==> src/rtl/rx_sync_ctrl.sv <==
// rx_sync_ctrl: RX byte-lane comma lock and 8-to-32 packer sequencing.
// Hunts for LOCK_COUNT consecutive comma symbols, then qualifies data bytes
// into 4-byte words for the packer. Lock is dropped after LOSS_COUNT
// consecutive error events without a clean word or idle comma in between.
// Optional feature macro: RX_SYNC_ERRCNT_EN enables the saturating err_count.
module rx_sync_ctrl #(
  parameter logic [7:0] COM_SYMBOL = 8'hBC,
  parameter int         LOCK_COUNT = 4,
  parameter int         LOSS_COUNT = 4
) (
  input  logic       clk_4f,
  input  logic       reset,
  input  logic [7:0] data_in,
  input  logic       valid_in,
  output logic       active,
  output logic       shift_en,
  output logic [7:0] byte_out,
  output logic [1:0] phase,
  output logic       word_done,
  output logic       word_abort,
  output logic [7:0] err_count
);

  localparam int COM_W = $clog2(LOCK_COUNT) + 1;
  localparam int ERR_W = $clog2(LOSS_COUNT) + 1;
  localparam logic [COM_W-1:0] COM_MAX  = COM_W'(LOCK_COUNT);
  localparam logic [COM_W-1:0] COM_LAST = COM_W'(LOCK_COUNT - 1);
  localparam logic [ERR_W-1:0] ERR_MAX  = ERR_W'(LOSS_COUNT);
  localparam logic [ERR_W-1:0] ERR_LAST = ERR_W'(LOSS_COUNT - 1);

  typedef enum logic [1:0] {
    ST_SEARCH = 2'd0,
    ST_CHECK  = 2'd1,
    ST_LOCKED = 2'd2
  } state_t;

  state_t           r_state;
  logic [COM_W-1:0] r_com_cnt;
  logic [ERR_W-1:0] r_err_run;
  logic [1:0]       r_phase;      // position of the next data byte in the word

  logic             r_active;
  logic             r_shift_en;
  logic [7:0]       r_byte_out;
  logic [1:0]       r_phase_out;
  logic             r_word_done;
  logic             r_word_abort;

  logic w_com;
  logic w_data;
  logic w_err_event;

  assign w_com  = valid_in && (data_in == COM_SYMBOL);
  assign w_data = valid_in && (data_in != COM_SYMBOL);
  // In lock, anything that is neither a data byte nor an idle comma at a
  // word boundary counts as an error event.
  assign w_err_event = (r_state == ST_LOCKED) && !w_data &&
                       !((r_phase == 2'd0) && w_com);

  // Sync FSM with registered outputs; every output reflects the byte sampled at this edge.
  always_ff @(posedge clk_4f or negedge reset) begin
    if (!reset) begin
      r_state      <= ST_SEARCH;
      r_com_cnt    <= '0;
      r_err_run    <= '0;
      r_phase      <= 2'd0;
      r_active     <= 1'b0;
      r_shift_en   <= 1'b0;
      r_byte_out   <= 8'd0;
      r_phase_out  <= 2'd0;
      r_word_done  <= 1'b0;
      r_word_abort <= 1'b0;
    end else begin
      r_byte_out   <= data_in;
      r_shift_en   <= 1'b0;
      r_word_done  <= 1'b0;
      r_word_abort <= 1'b0;
      r_phase_out  <= 2'd0;
      case (r_state)
        ST_SEARCH: begin
          if (w_com) begin
            r_state   <= ST_CHECK;
            r_com_cnt <= COM_W'(1);
          end
        end
        ST_CHECK: begin
          if (w_com) begin
            if (r_com_cnt >= COM_LAST) begin
              r_state   <= ST_LOCKED;
              r_com_cnt <= COM_MAX;
              r_phase   <= 2'd0;
              r_err_run <= '0;
              r_active  <= 1'b1;
            end else begin
              r_com_cnt <= r_com_cnt + COM_W'(1);
            end
          end else if (w_data) begin
            r_state   <= ST_SEARCH;
            r_com_cnt <= '0;
          end
        end
        ST_LOCKED: begin
          if (w_data) begin
            r_shift_en  <= 1'b1;
            r_phase_out <= r_phase;
            r_phase     <= r_phase + 2'd1;
            if (r_phase == 2'd3) begin
              r_word_done <= 1'b1;
              r_err_run   <= '0;
            end
          end else if (!w_err_event) begin
            // Idle comma between words: the link is healthy.
            r_err_run <= '0;
          end else begin
            // Abort any partial word; a loss on the same byte also applies.
            r_word_abort <= (r_phase != 2'd0);
            r_phase      <= 2'd0;
            if (r_err_run >= ERR_LAST) begin
              r_state   <= ST_SEARCH;
              r_active  <= 1'b0;
              r_com_cnt <= '0;
              r_err_run <= ERR_MAX;
            end else begin
              r_err_run <= r_err_run + ERR_W'(1);
            end
          end
        end
        default: begin
          r_state  <= ST_SEARCH;
          r_active <= 1'b0;
        end
      endcase
    end
  end

  assign active     = r_active;
  assign shift_en   = r_shift_en;
  assign byte_out   = r_byte_out;
  assign phase      = r_phase_out;
  assign word_done  = r_word_done;
  assign word_abort = r_word_abort;

`ifdef RX_SYNC_ERRCNT_EN
  logic [7:0] r_err_count;
  logic       w_check_break;

  assign w_check_break = (r_state == ST_CHECK) && w_data;

  // Saturating lifetime count of lock errors and broken acquisitions.
  always_ff @(posedge clk_4f or negedge reset) begin
    if (!reset) begin
      r_err_count <= 8'd0;
    end else if ((w_err_event || w_check_break) && (r_err_count != 8'hFF)) begin
      r_err_count <= r_err_count + 8'd1;
    end
  end

  assign err_count = r_err_count;
`else
  assign err_count = 8'd0;
`endif

endmodule

==> config.mk <==
export PLATFORM = sky130hd
export DESIGN_NAME = rx_sync_ctrl
export DESIGN_NICKNAME = d
export VERILOG_FILES = /design/src/rtl/rx_sync_ctrl.sv
export SDC_FILE = /design/constraint.sdc
export NUM_CORES = 1
export LEC_CHECK = 0
export CORE_ASPECT_RATIO = 0.75
export CORE_UTILIZATION = 25
export CTS_BUF_LIST = sky130_fd_sc_hd__clkbuf_2 sky130_fd_sc_hd__clkbuf_4 sky130_fd_sc_hd__clkbuf_8
export DETAILED_ROUTE_END_ITERATION = 10
export HOLD_SLACK_MARGIN = 0.12
export PLACE_DENSITY = 0.45
export SETUP_SLACK_MARGIN = 0.02
export SYNTH_ARGS = -nofsm -noshare
export SYNTH_HDL_FRONTEND = slang
export SYNTH_SLANG_ARGS = --single-unit
==> constraint.sdc <==
create_clock -name clk_4f -period 3.1 [get_ports clk_4f]
set_clock_uncertainty 0.1 [all_clocks]
set_input_delay 0.62 -clock clk_4f [delete_from_list [all_inputs] [get_ports clk_4f]]
set_output_delay 0.62 -clock clk_4f [all_outputs]
set_load 0.01 [all_outputs]
======== Word-level counts from Yosys, hierarchy flattened ========
Index checks and enable logic that the tools add are counted.
word-level totals
  flip-flop bits (word level) ............. 24
  input port bits ......................... 11
  output and inout port bits .............. 22
  logic and storage cells ................. 92
cells by class
  add/subtract/negate cells ............... 3
  $lt $le $gt $ge ......................... 2
  equal/unequal tests ..................... 15
  muxes and demuxes ....................... 44
  bitwise operators ....................... 1
  reduce and logical (&&, ||, !) cells .... 17
operators by type and width
  kind                                                                                 count
  3-bit two-way mux                                                                    13
  2-bit two-way mux                                                                    13
  6-bit AND reduction                                                                  3
  1-bit two-way mux                                                                    13
  2-bit inequality test, second input constant                                         5
  3-bit inequality test, second input constant                                         3
  3-bit one-hot mux with 3 select lines                                                1
  8-bit equality test, second input constant                                           1
  8-bit inequality test, second input constant                                         1
  4-bit AND reduction                                                                  2
  3-bit by 1-bit adder with 3-bit output, second input constant                        2
  3-bit by 2-bit greater-or-equal comparator with 1-bit output, second input constant  2
  2-bit one-hot mux with 3 select lines                                                1
  3-bit one-hot mux with 2 select lines                                                1
  1-bit logical AND                                                                    5
  2-bit equality test, second input constant                                           2
  2-bit zero test                                                                      2
  2-bit one-hot mux with 2 select lines                                                1
  2-bit nonzero test                                                                   2
  3-bit by 2-bit inequality test with 1-bit output, second input constant              1
  1-bit one-hot mux with 3 select lines                                                1
  3-bit nonzero test                                                                   1
  2-bit by 1-bit adder with 2-bit output, second input constant                        1
  2-bit by 1-bit equality test with 1-bit output, second input constant                1
  3 further kinds                                                                      4

======== Depth between registers and ports, before layout ========
Gate-level depths: netlist of run 1.
  depth in word-level cells ............... 8
  gate-level depth with buffers ........... 7
  gate-level depth less buffers ........... 7

======== Least setup slack after synthesis of run 1 ========
OpenSTA, ideal clock, no wires.
  path kind ............................... input -> register
  from .................................... input port data_in[6]
  to ...................................... register r_err_run[0]
  setup time .............................. 0.128 ns
  arrival time ............................ 2.245 ns
  required time ........................... 2.872 ns
  path slack .............................. 0.627 ns
  cell stages on the path ................. 5
  buffers on the path ..................... 0
  cells stage by stage .................... or4b_4 -> or2_1 -> o32ai_2 -> o21a_1 -> mux2_1
between the ends
  word-level cells in the longest chain between the ends .. 8
  elaborated cells on any way between the ends .. 15
  classes of those cells .................. eq/ne: 4; mux: 3; reduce/logical: 8
ends and longest elaborated chain
  what                                                                 line    RTL
  start, declared                                                      13      input logic [7:0] data_in,
  8-bit inequality test / 8-bit equality test (equally long branches)  54, 53
  1-bit logical AND (on tied branches)                                 54, 53
  1-bit zero test / 1-bit logical AND (equally long branches)          57, 58
  1-bit logical AND / 1-bit zero test (equally long branches)          57, 58
  1-bit logical AND                                                    57      assign w_err_event = (r_state == ST_LOCKED) && !w_data &&
  3-bit two-way mux                                                    111     end else if (!w_err_event) begin
  3-bit two-way mux                                                    103     if (w_data) begin
  3-bit one-hot mux with 2 select lines                                79      case (r_state)
  end signal, assigned                                                 124     r_err_run <= r_err_run + ERR_W'(1);
  end, declared                                                        39      logic [ERR_W-1:0] r_err_run;
Parallel ways exist; a longest one is shown, timed or not.
A chain may end at the register's enable or synchronous reset.

======== Worst setup path after layout of run 1 ========
Same ends and word-level chain as after synthesis.

==> metrics.cfg, run 1 <==
[pwr]
cellPowerDensity_nw_per_um2=496.3
ir_drop_mv=0.1686
power.switching_mw=0.2021
p_clk_share_pct=34.8
power_frac_seq_pct=44.2
p_leak_nw=0.7170
p_comb_share_pct=21.0
netSwitchingFraction_pct=25.69
finalPower_mw=0.7867
p_int_mw=0.5846

[drt]
drt_first_pass_iters=4
drc_errors=0
routed_wl_um=2271
vias=860
wl_per_cell_um=11.71
via_per_inst=4.433
drt_iter0_drc=32
ant_nets=0

[placed_design]
place_congestion=0.8501
hpwl_um=1791
pre_cts_ws_ns=0.1526
port_buffers=24

[yosys]
ys_ff_latch=24
postSynth.asyncResetShare_pct=100.0
synth_commonest_cells=24 x dfrtp_1, 10 x ha_1, 10 x inv_1
synthCells=107
synth-edff-count=0
synth_top_area_share_pct=49.79
yosysMostFrequentCell=dfrtp_1
syn_area_um2=1206
synth_cell_types=30
synth.area.top_cells=dfrtp_1 50%, ha_1 10%, buf_4 5.0%, mux2_2 3.7%, mux2i_1 3.3%
dominantRegCellSynth=dfrtp_1
yosysTopAreaCell=dfrtp_1
syn_area_per_cell_um2=11.27
ys_seq_area_share_pct=49.79
yosys_warnings=0

[floorplan]
fp.coreArea_um2=4546
die-area_um2=5109
die_height_um=62.16
initial_core_util_pct=26.53
num_rows=21
die_x_um=82.21
io_pins=33

[timing]
fin_ws_ns=0.4445
finalCritPeriodShare_pct=85.66
grt_setup_unrepaired=no
slew_violations=0
period_minus_slack_ns=2.656
tns_ns=0
fmax_ghz=0.3766
finalHoldViolations=0
finalSetupViolCount=0

[clock_network]
post_cts_buffers=0
clock_sinks=24
htreeDepth=1
clk-insertion-delay-late_ns=0.27
cts_buffer_depth=2
cts_buffers=3
cts_resized=0
cts-root-buf=clkbuf_8
postCtsHoldBufs=0
clkTransAtPathRegs_ns=0.09
cts_tree=yes

[hold_path]
worstHoldPathType=flip-flop to flip-flop
holdPathStages=1

[worst_setup_path]
cp.required_ns=3.16
path_max_fanout=4
start_kind=primary input
crit_path_end_kind=flip-flop
worstRegToRegCells=8
crit_type=primary input to flip-flop
crit_arrival_ns=2.71

[job]
max_cap_viol_count=0

[cells_and_area]
fin_nets=159
area_delta_synth_final_pct=31.43
drive_above_1_share_pct=12.41
diodes=0
fillCellCount=449
final_util_pct=34.87

[run_status]
run_status=completed

[global_route]
grt_pass1_wl_um=3864
grt_remaining_overflow=0
grt.total_usage_pct=10.24
antenna_found_initial=0
grt_pass1_vias=825
grt_max_degree=25

==> stage by stage <==
stage	std cells	area (µm²)	hold WS, ns
floorplan	114	1232	0.2244
global placement	190	1514	0.4267
detailed placement	190	1514	0.4231
CTS	194	1585	0.4546
global route	194	1585	0.4727
finish	194	1585	0.4514
==> path summary, 6_finish.rpt <==
check	end	slack [ns]	start
max in group asynchronous	byte_out[1]	2.04	reset
worst min-delay path	r_com_cnt[1]	0.45	r_com_cnt[1]
min in group asynchronous	r_phase[1]	0.62	reset
worst max register to register	r_com_cnt[2]	0.90	r_err_run[0]
worst max-delay path	r_err_run[0]	0.44	data_in[6]
worst min register to register	r_com_cnt[1]	0.45	r_com_cnt[1]
==> worst max-delay path, cell delays in order <==
cell	delay, ns
clkdlybuf4s50_1	0.42
or4b_4	0.56
or2_1	0.29
o32ai_2	0.30
o21a_1	0.21
mux2_1	0.32
==> area by class of cell <==
| type | count | area, µm² | share of cell area [%] |
|---|---|---|---|
| multi-input combinational | 70 | 526.8 | 33.23 |
| sequential | 24 | 600.6 | 37.88 |
| inverter | 10 | 37.54 | 2.368 |
| timing repair buffer | 29 | 277.8 | 17.52 |
| clock inverter | 1 | 30.03 | 1.894 |
| tap | 57 | 71.32 | 4.499 |
| clock buffer | 3 | 41.29 | 2.605 |
==> sequential cells by signal, summed over array words and instances, names as in the netlist, 2 cells and up <==
name	count
byte_out	8
phase	2
r_com_cnt	3
r_err_run	3
r_phase	2
r_state	2
==> power by group through the flow <==
stage / combinational [mW] / sequential (mW) / clock (mW)
floorplan: 0.111 / 0.354 / 0
global placement: 0.167 / 0.353 / 0
detailed placement: 0.167 / 0.354 / 0
CTS: 0.167 / 0.349 / 0.285
global route: 0.187 / 0.352 / 0.303
finish: 0.165 / 0.348 / 0.273
==> routing by layer <==
layer | vias up | track usage (%) | routed length [µm] | part of all wire [%]
li1 | 420 | - | - | -
met1 | 399 | 13.87 | 1136 | 50
met2 | 37 | 14.98 | 940 | 41
met3 | 4 | 4.118 | 176 | 7.7
met4 | 0 | 2.632 | 18 | 0.79
met5 | - | 0 | 0 | 0
==> cell families (layout without fill, tap and decap cells) <==
group,Yosys count,after routing,synth area share (%)
AOI/OAI and AO/OA,14,14,10.27
adders and majority gates,10,10,10.37
buffers and inverters,20,43,8.714
DFF,24,24,49.79
muxes,9,9,7.987
other,1,8,0.3109
and+or+nand+nor,29,29,12.55
==> placed cells by master (no fill, tap or decap), drive strengths merged, types with 4 or more instances in the layout <==
cell type      Yosys  routed
clkdlybuf4s50      0      24
nand4              4       4
mux2i              4       4
inv               10      10
mux2               5       5
conb               1       8
a211oi             4       4
buf                8       5
nor2               7       7
dfrtp             24      24
ha                10      10
nand2              7       7
No activity file was read; power rests on OpenSTA's default activity.
==> run 2, diff against run 1 <==
--- a/config.mk
+++ b/config.mk
@@ -8,6 +8,7 @@
 export CORE_ASPECT_RATIO = 0.75
 export CORE_UTILIZATION = 25
 export CTS_BUF_LIST = sky130_fd_sc_hd__clkbuf_2 sky130_fd_sc_hd__clkbuf_4 sky130_fd_sc_hd__clkbuf_8
+export CTS_CLUSTER_DIAMETER = 200
 export DETAILED_ROUTE_END_ITERATION = 10
 export HOLD_SLACK_MARGIN = 0.12
 export PLACE_DENSITY = 0.45
==> constraint.sdc (replaced) <==
create_clock -name clk_4f -period 3.25 [get_ports clk_4f]
set_clock_uncertainty 0.1 [all_clocks]
set_input_delay 0.65 -clock clk_4f [delete_from_list [all_inputs] [get_ports clk_4f]]
set_output_delay 0.65 -clock clk_4f [all_outputs]
set_load 0.01 [all_outputs]
==> run 2 against run 1 <==
Net effect: routed wire length decreased by 5.2%; sequential power decreased by 5%; die area unchanged; cell count decreased by 1.0%; worst setup slack improved by 0.046 ns; clock power decreased by 6%; largest power group unchanged.
==> metrics.cfg, run 2 (synthesis gave the netlist of run 1 again) <==
[run_status]
run_status=completed

[drt]
wl_per_cell_um=11.21
drt_iter0_drc=23
vias=815
routed_wl_um=2153
drt_first_pass_iters=4
via_per_inst=4.245
drc_errors=0
ant_nets=0

[cells_and_area]
final_cell_count_no_fill=192
fillCellCount=465
drive_above_1_share_pct=11.11
final_area_um2=1570
largest_reg_flops=8
fin_nets=157
diodes=0
multiInputGateArea_um2=526.8
final_cell_mix=24 x dfrtp_1, 24 x clkdlybuf4s50_1, 10 x inv_1, 10 x ha_1, 8 x conb_1
seqCellArea_um2=600.6
area_delta_synth_final_pct=30.19

[clock_network]
cts_tree=yes
clk-insertion-delay-late_ns=0.26
cts-root-buf=clkbuf_8
cts_buffers=3
postCtsHoldBufs=0
htreeDepth=1
cts_resized=0
cts_buffer_depth=2
clkTransAtPathRegs_ns=0.09
clock_sinks=24
post_cts_buffers=0

[worst_setup_path]
reg2reg_slack_ns=1.12
path_max_fanout=5
max_stage_delay_ns=0.56
startpoint=data_in[6]
timing.critical_path.buf_inv=1
crit_path_end_kind=flip-flop
r2r_start=r_err_run[0]
worstRegToRegCells=7
cp_top_family=simple AND/OR/NAND/NOR gates
cp.required_ns=3.30
start_kind=primary input
crit_arrival_ns=2.81
regToRegEndpoint=r_com_cnt[1]
cp_slowest_cell=or4b_4
crit_type=primary input to flip-flop
worstPathCellList=clkdlybuf4s50_1, or4b_4, o311a_4, nor3_1, mux2_2

[global_route]
grt_max_degree=25
grt_pass1_wl_um=3719
grt.total_usage_pct=9.699
grt_remaining_overflow=0
grt_pass1_vias=768
antenna_found_initial=0

[placed_design]
place_congestion=0.8899
hpwl_um=1724
dp.cells=188
place_area_um2=1499
port_buffers=24

[floorplan]
io_pins=33
fp.coreArea_um2=4546
initial_core_util_pct=26.53
num_rows=21
die_x_um=82.21
die_height_um=62.16
die-area_um2=5109

[hold_path]
hold_end=active
min_from=active
holdPathStages=1
worstHoldPathType=flip-flop to flip-flop

[timing]
finalCritPeriodShare_pct=84.91
grt_setup_unrepaired=no
fmax_ghz=0.3624
finalHoldViolations=0
tns_ns=0
finalSetupViolCount=0
slew_violations=0
period_minus_slack_ns=2.760

[pwr]
ir_drop_mv=0.1924
finalPower_mw=0.7370
cellPowerDensity_nw_per_um2=469.3
p_leak_nw=0.7065

[job]
max_cap_viol_count=0

## run 2: cell types whose count changed in the layout (fill, tap and decap cells not counted)
cell | before | now
buf_4 | 5 | 3
## run 2: metrics by stage
step,setup slack (ns),utilization (%),hold slack (ns)
finish,0.4904,34.54,0.4215
global route,0.3755,34.54,0.4625
CTS,0.4753,34.54,0.4469
detailed placement,0.1839,32.98,0.4155
global placement,0.2325,32.98,0.3865
floorplan,0.7469,-,0.2544
## run 2: area by class of cell
type	count	area share, %
clock buffers	3	2.629
clock inverters	1	1.912
inverters	10	2.390
multi-input cells	70	33.55
flip-flops and latches	24	38.25
well taps	57	4.542
repair buffers	27	16.73
## run 2: per-layer routing
| metal | track usage [%] | vias up | share of wire, % |
|---|---|---|---|
| li1 | - | 408 | - |
| met1 | 12.79 | 377 | 48 |
| met2 | 14.26 | 28 | 43 |
| met3 | 3.824 | 2 | 7.5 |
| met4 | 3.289 | 0 | 1.1 |
| met5 | 0 | - | 0 |
## run 2: worst register-to-register path: cells and delay by family (launching register included)
| family | cells | cell delay [ns] |
|---|---|---|
| compound gates | 2 | 0.51 |
| fa+ha+maj | 2 | 0.38 |
| flops | 1 | 0.41 |
| mux | 1 | 0.30 |
| simple gates | 2 | 0.32 |
## run 2: report_power, final
group / switching (mW) / leakage (nW) / internal, mW
combinational: 0.0815 / 0.361 / 0.0688
clock: 0.0915 / 0.0357 / 0.164
sequential: 0.0133 / 0.310 / 0.317
total: 0.186 / 0.707 / 0.551
## run 2: worst max path at each step
stage / end / cells past startpoint
final: r_com_cnt[1] / 5
after global routing: r_com_cnt[1] / 6
after global placement: active / 6
after floorplan: r_err_run[0] / 5
after CTS: r_com_cnt[1] / 5
after detailed placement: r_com_cnt[1] / 5
